**src/rtl/sqrt_stream.sv**
```systemverilog
// Streaming restoring square root of rad<<FBITS with valid/ready handshakes.
// Resolves STEPS root bits per cycle; optional round-to-nearest and signed-error detection.
module sqrt_stream #(
    parameter int unsigned WIDTH  = 32,
    parameter int unsigned FBITS  = 16,
    parameter int unsigned STEPS  = 1,
    parameter int unsigned SIGNED = 0,
    parameter int unsigned TAG_W  = 4
) (
    input  logic             clk,
    input  logic             rst_n,
    input  logic             in_valid,
    output logic             in_ready,
    input  logic [WIDTH-1:0] rad,
    input  logic             round_en,
    input  logic [TAG_W-1:0] in_tag,
    output logic             out_valid,
    input  logic             out_ready,
    output logic [WIDTH-1:0] root,
    output logic [WIDTH-1:0] rem,
    output logic             err,
    output logic [TAG_W-1:0] out_tag
);

    localparam int unsigned ITER = (WIDTH + FBITS) / 2;
    localparam int unsigned C    = ITER / STEPS;
    localparam int unsigned RW   = 2 * ITER;
    localparam int unsigned REMW = ITER + 2;
    localparam int unsigned CW   = $clog2(C + 1);

    typedef enum logic [1:0] {IDLE, CALC, DONE} state_t;

    state_t           r_state;
    logic [CW-1:0]    r_cnt;
    logic [RW-1:0]    r_rad;
    logic [REMW-1:0]  r_rem;
    logic [ITER-1:0]  r_root;
    logic             r_round;
    logic [TAG_W-1:0] r_tag;
    logic [WIDTH-1:0] r_out_root;
    logic [WIDTH-1:0] r_out_rem;
    logic             r_err;
    logic [TAG_W-1:0] r_out_tag;

    logic             w_accept;
    logic             w_neg;
    logic [RW-1:0]    w_rad;
    logic [REMW-1:0]  w_rem;
    logic [ITER-1:0]  w_root;
    logic [REMW+1:0]  w_acc;
    logic [REMW+1:0]  w_trial;
    logic [ITER:0]    w_root_fin;

    assign in_ready  = (r_state == IDLE) || ((r_state == DONE) && out_ready);
    assign w_accept  = in_valid && in_ready;
    assign w_neg     = (SIGNED != 0) && rad[WIDTH-1];
    assign out_valid = (r_state == DONE);
    assign root      = r_out_root;
    assign rem       = r_out_rem;
    assign err       = r_err;
    assign out_tag   = r_out_tag;

    // STEPS restoring iterations unrolled; each consumes two radicand bits MSB first.
    always_comb begin
        w_rad   = r_rad;
        w_rem   = r_rem;
        w_root  = r_root;
        w_acc   = '0;
        w_trial = '0;
        for (int unsigned s = 0; s < STEPS; s++) begin
            w_acc   = {w_rem, w_rad[RW-1 -: 2]};
            w_trial = {2'b00, w_root, 2'b01};
            if (w_acc >= w_trial) begin
                w_rem  = REMW'(w_acc - w_trial);
                w_root = {w_root[ITER-2:0], 1'b1};
            end else begin
                w_rem  = REMW'(w_acc);
                w_root = {w_root[ITER-2:0], 1'b0};
            end
            w_rad = {w_rad[RW-3:0], 2'b00};
        end
        if (r_round && (w_rem > REMW'(w_root)))
            w_root_fin = {1'b0, w_root} + (ITER+1)'(1);
        else
            w_root_fin = {1'b0, w_root};
    end

    always_ff @(posedge clk) begin
        if (!rst_n) begin
            r_state    <= IDLE;
            r_cnt      <= '0;
            r_rad      <= '0;
            r_rem      <= '0;
            r_root     <= '0;
            r_round    <= 1'b0;
            r_tag      <= '0;
            r_out_root <= '0;
            r_out_rem  <= '0;
            r_err      <= 1'b0;
            r_out_tag  <= '0;
        end else begin
            case (r_state)
                IDLE, DONE: begin
                    if ((r_state == DONE) && out_ready && !in_valid)
                        r_state <= IDLE;
                    if (w_accept) begin
                        r_rad   <= RW'(rad) << FBITS;
                        r_rem   <= '0;
                        r_root  <= '0;
                        r_cnt   <= '0;
                        r_round <= round_en;
                        r_tag   <= in_tag;
                        if (w_neg) begin
                            r_state    <= DONE;
                            r_out_root <= '0;
                            r_out_rem  <= '0;
                            r_err      <= 1'b1;
                            r_out_tag  <= in_tag;
                        end else begin
                            r_state <= CALC;
                        end
                    end
                end
                CALC: begin
                    r_rad  <= w_rad;
                    r_rem  <= w_rem;
                    r_root <= w_root;
                    r_cnt  <= r_cnt + CW'(1);
                    if (r_cnt == CW'(C - 1)) begin
                        r_state    <= DONE;
                        r_out_root <= WIDTH'(w_root_fin);
                        r_out_rem  <= WIDTH'(w_rem);
                        r_err      <= 1'b0;
                        r_out_tag  <= r_tag;
                    end
                end
                default: r_state <= IDLE;
            endcase
        end
    end

endmodule

```
**config.mk**
```make
export PLATFORM = sky130hd
export DESIGN_NAME = sqrt_stream
export DESIGN_NICKNAME = d
export VERILOG_FILES = /design/src/rtl/sqrt_stream.sv
export SDC_FILE = /design/constraint.sdc
export NUM_CORES = 1
export LEC_CHECK = 0
export ABC_AREA = 1
export CAP_MARGIN = 30
export CORE_MARGIN = 2
export CORE_UTILIZATION = 55
export CTS_BUF_LIST = sky130_fd_sc_hd__clkbuf_8 sky130_fd_sc_hd__clkbuf_16
export DETAILED_ROUTE_END_ITERATION = 12
export GPL_TIMING_DRIVEN = 0
export PLACE_DENSITY = 0.81
export SLEW_MARGIN = 20
export SYNTH_ARGS = -nofsm -noshare
export SYNTH_HDL_FRONTEND = slang
export SYNTH_SLANG_ARGS = --single-unit
```
**constraint.sdc**
```tcl
create_clock -name clk -period 4.3 [get_ports clk]
set_input_delay 0.86 -clock clk [delete_from_list [all_inputs] [get_ports clk]]
set_output_delay 0.86 -clock clk [all_outputs]
set_load 0.005 [all_outputs]
```
# Word-level counts from Yosys, hierarchy flattened

Index checks and enable logic that the tools add are counted.

Input bits: 41
Register bits: 165
Output and inout bits: 71
Logic and storage cells: 49

$lt $le $gt $ge: 2
Multiplexer cells: 15
Add/sub/neg operators: 3
Reduce and logical (&&, ||, !) cells: 13
Equality and inequality tests: 6

Operators with widths:

| kind                                                                  | count |
|---|---|
| 48-bit case mux with 2 select lines                                   | 1 |
| 26-bit 2-to-1 mux                                                     | 2 |
| 26-bit case mux with 2 select lines                                   | 1 |
| 48-bit 2-to-1 mux                                                     | 1 |
| 24-bit case mux with 2 select lines                                   | 1 |
| 28-bit by 26-bit >= comparator with 1-bit output                      | 1 |
| 26-bit by 24-bit > comparator with 1-bit output                       | 1 |
| 26-bit subtractor                                                     | 1 |
| 24-bit by 1-bit adder with 25-bit output, second input constant       | 1 |
| 25-bit 2-to-1 mux                                                     | 1 |
| 24-bit 2-to-1 mux                                                     | 1 |
| 5-bit case mux with 2 select lines                                    | 1 |
| 2-bit AND reduction                                                   | 4 |
| 2-bit 2-to-1 mux                                                      | 3 |
| 5-bit by 1-bit adder with 5-bit output, second input constant         | 1 |
| 5-bit equality test, second input constant                            | 1 |
| 5-bit 2-to-1 mux                                                      | 1 |
| 1-bit logical AND                                                     | 4 |
| 2-bit != test, second input constant                                  | 2 |
| 2-bit case mux with 2 select lines                                    | 1 |
| 3-bit != test, second input constant                                  | 1 |
| 2-bit by 1-bit equality test with 1-bit output, second input constant | 1 |
| 2-bit equality test, second input constant                            | 1 |
| 2-bit zero test                                                       | 1 |
| other kinds (5)                                                       | 5 |

# Logic depth before layout (Yosys ltp)

Gate-level depths: netlist (run 1).

Word-level depth: 6
Gate-level depth with buffers: 36
Gate-level depth less buffers: 33

# Worst setup path after synthesis (run 1)

No wires, ideal clock.

Path type: flip-flop to flip-flop
Start: register r_root[1]
End: register r_out_root[13], in the netlist root[13]
Stages on the path, launching flop included: 30
Setup slack: 0.609 ns
Arrival time: 3.582 ns
Period minus slack after synthesis: 3.691 ns
Buffers on the path: 3
Setup time: 0.109 ns
Data required time: 4.191 ns
Path through: dfxtp_1 > inv_1 > ha_1 > a21oi_2 > nand2_2 > nand3_2 > nand3b_4 > nand2_1 > nand3_2 > buf_6 > buf_2 > o21ai_0 > inv_1 > ha_1 > nand2_1 > nor4_1 > nand2_1 > nand2_1 > nand2_1 > nand2_1 > nand2_1 > nand2_1 > nand2_2 > nand2_4 > nand2_4 > buf_12 > nand2_1 > nand3_1 > nand2_1 > inv_1

Cells in the longest elaborated chain, start to end: 5
Elaborated cells on any way between the ends: 8
Classes of those cells: add/sub: 2; order compare: 2; mux: 3; reduce/logical: 1

Ends and longest elaborated chain:

| what                                                                                  | RTL line | source |
|---|---|---|
| start, declared                                                                       | 37       | `logic [ITER-1:0] r_root;` |
| start signal, assigned                                                                | 127      | `r_root <= w_root;` |
| 26-bit subtractor or 28-bit by 26-bit >= comparator with 1-bit output (tied branches) | 74, 73   |  |
| 26-bit 2-to-1 mux *                                                                   | 73       | `if (w_acc >= w_trial) begin` |
| net w_rem[17]                                                                         | 48       | `logic [REMW-1:0] w_rem;` |
| 26-bit by 24-bit > comparator with 1-bit output *                                     | 82       | `if (r_round && (w_rem > REMW'(w_root)))` |
| 1-bit logical AND *                                                                   | 82       |  |
| 25-bit 2-to-1 mux *                                                                   | 82       |  |
| end signal, assigned                                                                  | 131      | `r_out_root <= WIDTH'(w_root_fin);` |
| end, declared                                                                         | 40       | `logic [WIDTH-1:0] r_out_root;` |

The timed path passes the listed nets; every way through them passes the cells marked *.
A chain may end at the register's enable or synchronous reset.

# Worst setup path after layout (run 1)

Start: register r_root[4]
End: register r_out_root[2], in the netlist root[2]

The elaborated chain is that of the path after synthesis.

==> results of run 1 <==
[layout make-up]
cell class                      count  area share
Multi-Input combinational cell   1043       0.487
Sequential cell                   149       0.258
Timing Repair Buffer              112      0.0955
Inverter                          139      0.0453
Buffer                             80      0.0387
Clock buffer                       17      0.0364
Tap cell                          220      0.0235
Clock inverter                     15      0.0156
[synth_stat cells, types with 2 or more instances]
| master | number |
|---|---|
| sky130_fd_sc_hd__nand2_1 | 406 |
| sky130_fd_sc_hd__dfxtp_1 | 149 |
| sky130_fd_sc_hd__nor2_1 | 143 |
| sky130_fd_sc_hd__inv_1 | 136 |
| sky130_fd_sc_hd__a21oi_1 | 99 |
| sky130_fd_sc_hd__o21ai_0 | 89 |
| sky130_fd_sc_hd__nand3_1 | 72 |
| sky130_fd_sc_hd__ha_1 | 52 |
| sky130_fd_sc_hd__clkbuf_1 | 43 |
| sky130_fd_sc_hd__a31oi_1 | 35 |
| sky130_fd_sc_hd__nand2_2 | 19 |
| sky130_fd_sc_hd__xor2_1 | 18 |
| sky130_fd_sc_hd__nand4_1 | 17 |
| sky130_fd_sc_hd__buf_4 | 15 |
| sky130_fd_sc_hd__nor3_1 | 15 |
| sky130_fd_sc_hd__xnor2_1 | 13 |
| sky130_fd_sc_hd__buf_1 | 9 |
| sky130_fd_sc_hd__buf_2 | 8 |
| sky130_fd_sc_hd__o21bai_1 | 7 |
| sky130_fd_sc_hd__nor2_4 | 5 |
| sky130_fd_sc_hd__or2_2 | 5 |
| sky130_fd_sc_hd__a211oi_1 | 4 |
| sky130_fd_sc_hd__a21o_1 | 4 |
| sky130_fd_sc_hd__nor2_2 | 4 |
| sky130_fd_sc_hd__nor4_1 | 4 |
| sky130_fd_sc_hd__buf_6 | 3 |
| sky130_fd_sc_hd__nand3_2 | 3 |
| sky130_fd_sc_hd__a21oi_2 | 2 |
| sky130_fd_sc_hd__inv_2 | 2 |
| sky130_fd_sc_hd__nand2_4 | 2 |
| sky130_fd_sc_hd__o21ai_1 | 2 |
[metal layers]
metal	wire length (um)	share of wire	GRT usage	vias to the layer above
met5	0	0	0	-
met1	12300	0.43	0.410	4468
met2	13000	0.46	0.502	409
met4	983	0.034	0.120	0
met3	2290	0.080	0.0636	68
li1	-	-	-	4780
[registers in the layout (all words and copies together) (netlist names), 2 cells and up]
signal	cells
r_rad	32
r_rem	26
rem	26
root	25
r_root	24
r_cnt	5
out_tag	4
r_tag	4
r_state	2
[critical path, delay by kind of cell (launching register included)]
family / cells / cell delay [ns]
and+or+nand+nor: 19 / 2.08
adders and majority gates: 2 / 0.65
xor gates and xnor gates: 1 / 0.15
buffers and inverters: 4 / 0.37
AOI/OAI and AO/OA: 3 / 0.38
DFF: 1 / 0.39
[power groups by stage]
stage / sequential (uW) / clock, uW / combinational, uW
4_1_cts: 1540 / 1550 / 4640
2_1_floorplan: 1540 / 0 / 3330
6_report: 1550 / 1540 / 5720
3_5_place_dp: 1560 / 0 / 4480
5_1_grt: 1560 / 1610 / 6210
3_3_place_gp: 1560 / 0 / 4390
[how the worst min path moves through the flow]
| stage | startpoint | end | slack [ns] | cells past startpoint |
|---|---|---|---|---|
| finish | r_rem[25] | r_rem[25] | 0.46 | 2 |
| global route | r_rad[17] | r_rad[17] | 0.48 | 2 |
| CTS | r_rem[25] | r_rem[25] | 0.47 | 2 |
| detailed placement | r_rem[25] | r_rem[25] | 0.46 | 2 |
| global placement | r_cnt[4] | r_cnt[4] | 0.45 | 2 |
| floorplan | r_cnt[4] | r_cnt[4] | 0.44 | 2 |
[cells by family (layout without fill, tap and decap cells)]
kind of cell	Yosys count	in the layout	synth area share
compound gates	244	244	0.144
xor+xnor	31	31	0.0297
fa+ha+maj	52	52	0.0712
buf+inv	219	363	0.102
flops	149	149	0.326
other cells	1	14	0.000410
simple gates	701	702	0.327
[timing repair]
action                     CTS  global route
cloned                       0             3
pin swaps                    1            20
hold buffers                 0             0
setup buffers                0            14
gates resized for setup     36           106
setup endpoints to repair   25            25
[stage by stage]
step	hold slack (ns)	setup WS, ns	area (um2)	setup TNS, ns	util
CTS	0.467	0.00740	11200	0	0.681
global placement	0.449	-0.669	10400	-14.52	0.635
floorplan	0.441	0.609	9190	0	-
detailed placement	0.457	-0.680	10400	-14.48	0.635
global route	0.478	-0.0509	11700	-0.240	0.713
finish	0.464	0.137	11700	0	0.713
==> qor.log, run 1 <==
qor: run_status.status complete, no violations
qor: critical_path.critical_path_required 4.63 ns
qor: floorplan.placementRows 47
qor: grt.first_pass_grt_wire_length 43.9 mm
qor: timing.achievable-frequency 0.240 GHz
qor: power_and_ir_drop.pwr_density_cell 754 mW/mm2
qor: timing.final-hold-violation-count 0
qor: timing.final-max-slew-violation-count 0
qor: routing.detail_route.drc_violations 0
qor: synthesis.netlist.area_leader.share 0.326
qor: final_layout.insertedDiodeCount 0
qor: placement.port_buffers 96
qor: synthesis.synthesized_area 0.00914 mm2
qor: floorplan.die-area 0.0177 mm2
qor: final_layout.drive_gt1_frac 0.134
qor: clocking.cts-buffers-inserted 17
qor: grt.globalRoute.totalOverflow 0
qor: clocking.ctsHtreeMaxLevel 4
qor: synthesis.number_of_enable_flip_flop_cells_after_synthesis 0
qor: critical_path.worst_r2r_startpoint r_root[4]
qor: hold_path.path_category_of_the_worst_min_delay_check flip-flop to flip-flop
qor: floorplan.vertical_die_dimension 133 um
qor: timing.final.setup_skew 0.0117 ns
qor: routing.routed_wire_length_per_instance 16.1 um
qor: power_and_ir_drop.power.leakage 0.00501 uW
qor: timing.post_layout_min_period 4.16 ns
qor: synthesis.synth_largest_area_cell sky130_fd_sc_hd__dfxtp_1
qor: power_and_ir_drop.share_clk_of_total_power 0.175
qor: power_and_ir_drop.pwr-share-seq 0.176
qor: placement.detailed_place_hpwl 21.0 mm
qor: critical_path.critPathCapture root[2]
qor: critical_path.crit-reg2reg-capture root[2]
qor: clocking.clk_path_buf_depth 2
qor: synthesis.async_reset_ff_frac 0
qor: final_layout.nFillCells 1403
qor: power_and_ir_drop.post-layout-total-power 8810 uW
qor: timing.worstMarginPinSlew 0.801 ns
qor: critical_path.reg2reg_setup_slack 0.14 ns
qor: clocking.cts_num_sinks 149
qor: critical_path.setup.worst_path.start r_root[4]
qor: floorplan.top_level_ports 112
qor: timing.worst_slew_margin_rel 0.464
qor: grt.grt_pass1_vias 8610
qor: grt.grt_max_degree 18
qor: final_layout.mostFrequentLayoutCells 399 x sky130_fd_sc_hd__nand2_1, 142 x sky130_fd_sc_hd__nor2_1, 131 x sky130_fd_sc_hd__dfxtp_1
qor: critical_path.worstSetupStartpointType flip-flop
qor: routing.routed_via_density 5.48
qor: grt.track_usage 0.311
qor: placement.place.gp.congestion 0.975
qor: timing.final.period_utilization 0.968
qor: final_layout.multi_input_gate_area 0.00569 mm2
qor: clocking.clock_root_buffer sky130_fd_sc_hd__clkbuf_16
qor: floorplan.core 0.0164 mm2
qor: synthesis.synth_area_per_cell 6.54 um2
qor: synthesis.synth_cell_type_count 43
qor: synthesis.yosysSeqAreaShare 0.326
qor: final_layout.finalNetCount 1635
qor: synthesis.post_synth_main_area_contributors sky130_fd_sc_hd__dfxtp_1 33%, sky130_fd_sc_hd__nand2_1 17%, sky130_fd_sc_hd__ha_1 7.1%
qor: routing.drt_pass1_iterations 6
qor: final_layout.area_delta_synth_final 27.9%
qor: critical_path.timing.critical_path.slowest_cell_delay 0.39 ns
qor: clocking.cts_tree yes
qor: floorplan.initial_utilization 0.557
qor: routing.drt-total-wl 28.6 mm
qor: final_layout.final_cells 1775
qor: critical_path.cp_data_arrival_time 4.50 ns
qor: clocking.clock_latency 0.44 ns
qor: floorplan.fp.dieW 133 um
qor: power_and_ir_drop.p_int 4480 uW
qor: power_and_ir_drop.sw_frac_of_total 0.492
qor: routing.via_count 9725
qor: clocking.cts.clk_slew.worst_paths 0.07 ns
qor: critical_path.rr_worst_depth 29
qor: synthesis.synth_flop_cell sky130_fd_sc_hd__dfxtp_1
qor: critical_path.timing_worst_setup_path_type flip-flop to flip-flop
qor: placement.post-place-cells 1726
qor: routing.drt-initial-drc-count 782
qor: timing.setup_failing_eps_final 0
qor: critical_path.path_max_fanout 7
qor: synthesis.yosys_warnings 0
qor: critical_path.cp_max_stage_cell sky130_fd_sc_hd__dfxtp_2
qor: power_and_ir_drop.netSwitchingPower 4330 uW
qor: grt.antenna_found_initial 0
qor: power_and_ir_drop.peakVddDrop 0.421 mV
qor: synthesis.synth-seq-cells 149
qor: run.maxCapViolCount 0
qor: final_layout.register_area 0.00302 mm2
qor: final_layout.most_common_cell_after_layout_fill_and_taps_aside sky130_fd_sc_hd__nand2_1
qor: critical_path.worst_path_most_repeated_cell sky130_fd_sc_hd__nand2_1
qor: power_and_ir_drop.power.combinational.fraction 0.649
qor: critical_path.setup.worst_path.end_class flip-flop
qor: synthesis.syn_inst 1397
qor: routing.route.antenna.remaining_nets 0
No activity file was read; power rests on OpenSTA's default activity.
==> run 2: changes to the inputs <==
--- a/config.mk
+++ b/config.mk
@@ -7,12 +7,13 @@
 export LEC_CHECK = 0
 export ABC_AREA = 1
 export CAP_MARGIN = 30
+export CELL_PAD_IN_SITES_DETAIL_PLACEMENT = 1
+export CELL_PAD_IN_SITES_GLOBAL_PLACEMENT = 1
 export CORE_MARGIN = 2
-export CORE_UTILIZATION = 55
-export CTS_BUF_LIST = sky130_fd_sc_hd__clkbuf_8 sky130_fd_sc_hd__clkbuf_16
+export CORE_UTILIZATION = 40
 export DETAILED_ROUTE_END_ITERATION = 12
 export GPL_TIMING_DRIVEN = 0
-export PLACE_DENSITY = 0.81
+export PLACE_DENSITY = 0.83
 export SLEW_MARGIN = 20
 export SYNTH_ARGS = -nofsm -noshare
 export SYNTH_HDL_FRONTEND = slang
==> run 2 against run 1 <==
Net effect:
- the run now ends with setup timing left
- global-route usage fell by 2.7 points
- flip-flop and latch count did not move
- cell area rose by 4.0%
- fmax fell by 7.2%
- clock-buffer cell count did not move
- critical path depth rose by 2
- utilization fell by 17 points
- final cell count rose by 5.0%
- clock power barely moved
- largest power group unchanged
- highest routed layer unchanged
==> qor.log, run 2 (synthesized netlist as in run 1, its figures left out) <==
qor: routing.drt-initial-drc-count 710 [was 782]
qor: timing.worstMarginPinSlew 1.05 ns [was 0.801 ns]
qor: hold_path.path_category_of_the_worst_min_delay_check flip-flop to flip-flop [unchanged]
qor: final_layout.mostFrequentLayoutCells 392 x sky130_fd_sc_hd__nand2_1, 142 x sky130_fd_sc_hd__nor2_1, 125 x sky130_fd_sc_hd__dfxtp_1 [was 399 x sky130_fd_sc_hd__nand2_1, 142 x sky130_fd_sc_hd__nor2_1, 131 x sky130_fd_sc_hd__dfxtp_1]
qor: floorplan.die-area 0.0241 mm2 [was 0.0177 mm2]
qor: grt.antenna_found_initial 0 [unchanged]
qor: timing.achievable-frequency 0.223 GHz [was 0.240 GHz]
qor: grt.globalRoute.totalOverflow 0 [unchanged]
qor: timing.final-hold-violation-count 0 [unchanged]
qor: floorplan.vertical_die_dimension 155 um [was 133 um]
qor: critical_path.path_max_fanout 10 [was 7]
qor: routing.routed_wire_length_per_instance 19.9 um [was 16.1 um]
qor: run_status.status complete, but fails checks [was complete, no violations]
qor: placement.detailed_place_hpwl 25.4 mm [was 21.0 mm]
qor: clocking.cts_tree yes [unchanged]
qor: timing.final.setup_skew 0.00995 ns [was 0.0117 ns]
qor: clocking.clock_root_buffer sky130_fd_sc_hd__clkbuf_16 [unchanged]
qor: timing.post_layout_min_period 4.49 ns [was 4.16 ns]
qor: timing.tns -3.15 ns [was 0 ns]
qor: routing.drt-total-wl 37.1 mm [was 28.6 mm]
qor: critical_path.worstSetupStartpointType flip-flop [unchanged]
qor: power_and_ir_drop.post-layout-total-power 9730 uW [was 8810 uW]
qor: run_status.violations_in_the_final_reports setup timing
qor: critical_path.critical_path.top_delay_family simple AND/OR/NAND/NOR gates [unchanged]
qor: clocking.clock_latency 0.44 ns [about the same]
qor: clocking.cts.clk_slew.worst_paths 0.07 ns [about the same]
qor: final_layout.most_common_cell_after_layout_fill_and_taps_aside sky130_fd_sc_hd__nand2_1 [unchanged]
qor: critical_path.critical_path_required 4.64 ns [was 4.63 ns]
qor: final_layout.postLayoutCoreUtil 0.541 [was 0.713]
qor: grt.grt_max_degree 19 [was 18]
qor: routing.drt_pass1_iterations 7 [was 6]
qor: power_and_ir_drop.pwr_density_cell 800 mW/mm2 [was 754 mW/mm2]
qor: placement.post-place-cells 1791 [was 1726]
qor: grt.first_pass_grt_wire_length 53.4 mm [was 43.9 mm]
qor: power_and_ir_drop.power.leakage 0.00516 uW [was 0.00501 uW]
qor: clocking.ctsHtreeMaxLevel 4 [unchanged]
qor: power_and_ir_drop.peakVddDrop 0.458 mV [was 0.421 mV]
qor: timing.final.period_utilization 1.04 [was 0.968]
qor: clocking.clk_path_buf_depth 2 [unchanged]
qor: final_layout.registers.top_by_ff_count r_rad [unchanged]
qor: final_layout.final_cells 1864 [was 1775]
qor: critical_path.timing.critical_path.slowest_cell_delay 0.33 ns [was 0.39 ns]
qor: timing.final-max-slew-violation-count 0 [unchanged]
qor: routing.routed_via_density 5.52 [was 5.48]
qor: placement.port_buffers 96 [unchanged]
qor: floorplan.fp.dieW 155 um [was 133 um]
qor: critical_path.setup.worst_path.end_class flip-flop [unchanged]
qor: placement.place.gp.congestion 0.912 [was 0.975]
qor: timing.whs 0.466 ns [was 0.464 ns]
qor: routing.via_count 10300 [was 9725]
qor: timing.fin_ws -0.188 ns [was 0.137 ns]
qor: final_layout.insertedDiodeCount 0 [unchanged]
qor: critical_path.cp_data_arrival_time 4.83 ns [was 4.50 ns]
qor: grt.track_usage 0.285 [was 0.311]
qor: floorplan.core 0.0225 mm2 [was 0.0164 mm2]
qor: timing.setup_failing_eps_final 25 [was 0]
qor: critical_path.timing_worst_setup_path_type flip-flop to flip-flop [unchanged]
qor: routing.detail_route.drc_violations 0 [unchanged]
qor: floorplan.top_level_ports 112 [unchanged]
qor: critical_path.worstPathBufferInverterCount 7 [was 4]
qor: grt.grt_pass1_vias 10200 [was 8610]
qor: final_layout.largest_register_ff_count 32 [unchanged]
qor: critical_path.worst_path_most_repeated_cell sky130_fd_sc_hd__nand2_1 [unchanged]
qor: run.maxCapViolCount 0 [unchanged]
qor: critical_path.cp_max_stage_cell sky130_fd_sc_hd__dfxtp_2 [unchanged]
qor: clocking.cts-buffers-inserted 17 [unchanged]
qor: floorplan.initial_utilization 0.406 [was 0.557]
qor: timing.worst_slew_margin_rel 0.298 [was 0.464]
qor: final_layout.finalNetCount 1659 [was 1635]
qor: routing.route.antenna.remaining_nets 0 [unchanged]
qor: final_layout.drive_gt1_frac 0.169 [was 0.134]
qor: clocking.cts_hold_repair.buffers 0 [unchanged]
qor: floorplan.placementRows 55 [was 47]
qor: clocking.cts_num_sinks 149 [unchanged]
qor: final_layout.area_delta_synth_final 33.1% [was 27.9%]
## run 2: report_power, final
group	internal, uW	total (uW)	switching [uW]	leakage [uW]
logic	2520	6640	4120	0.00364
registers	1460	1560	92.5	0.00123
clock network	786	1530	745	0.000294
## run 2: what timing repair did
item | CTS | global route
gates cloned | 0 | 3
pin swaps | 2 | 22
endpoints found under the hold margin | 0 | 0
buffers inserted | 4 | 34
setup endpoints to repair | 25 | 25
resized for setup | 85 | 108
## run 2: per-layer routing
| layer | up-vias | global-route usage | routed length [um] |
|---|---|---|---|
| li1 | 4835 | - | - |
| met1 | 4938 | 0.340 | 15100 |
| met2 | 399 | 0.497 | 17800 |
| met3 | 113 | 0.0538 | 2210 |
| met4 | 0 | 0.125 | 1910 |
| met5 | - | 0 | 0 |
## run 2: final cells by class
type / instances / area (um2)
Buffer: 80 / 478
Timing Repair Buffer: 136 / 1300
Fill cell: 2915 / 10300
Clock inverter: 15 / 171
Tap cell: 285 / 357
Sequential cell: 149 / 3030
Inverter: 139 / 539
Multi-Input combinational cell: 1043 / 5870
Clock buffer: 17 / 425
## run 2: through the flow
| step | worst slack, ns | area [um2] |
|---|---|---|
| 4_1_cts | 0.000708 | 11500 |
| 6_report | -0.188 | 12200 |
| 2_1_floorplan | 0.609 | 9190 |
| 3_3_place_gp | -0.718 | 10500 |
| 5_1_grt | -0.326 | 12200 |
| 3_5_place_dp | -0.833 | 10500 |
## run 2: worst paths after layout
| check | slack (ns) | to | start | cells past startpoint |
|---|---|---|---|---|
| max | -0.19 | root[15] | r_root[12] | 31 |
| min | 0.47 | r_root[23] | r_root[23] | 2 |
| max reg2reg | -0.19 | root[15] | r_root[12] | 31 |
| min reg2reg | 0.47 | r_root[23] | r_root[23] | 2 |
## run 2: tightest hold or removal path: cells and delay by family, from the launching register on
kind / cells / cell delay (ns)
flops: 1 / 0.31
simple gates: 1 / 0.06
compound gates: 1 / 0.05
==> run 3: changes to the inputs <==
--- a/config.mk
+++ b/config.mk
@@ -11,8 +11,10 @@
 export CELL_PAD_IN_SITES_GLOBAL_PLACEMENT = 1
 export CORE_MARGIN = 2
 export CORE_UTILIZATION = 40
+export CTS_CLUSTER_DIAMETER = 60
 export DETAILED_ROUTE_END_ITERATION = 12
 export GPL_TIMING_DRIVEN = 0
+export HOLD_SLACK_MARGIN = 0.15
 export PLACE_DENSITY = 0.83
 export SLEW_MARGIN = 20
 export SYNTH_ARGS = -nofsm -noshare
==> results of run 3 <==
No change in the layout: final DEF, timing and power equal those of run 2.
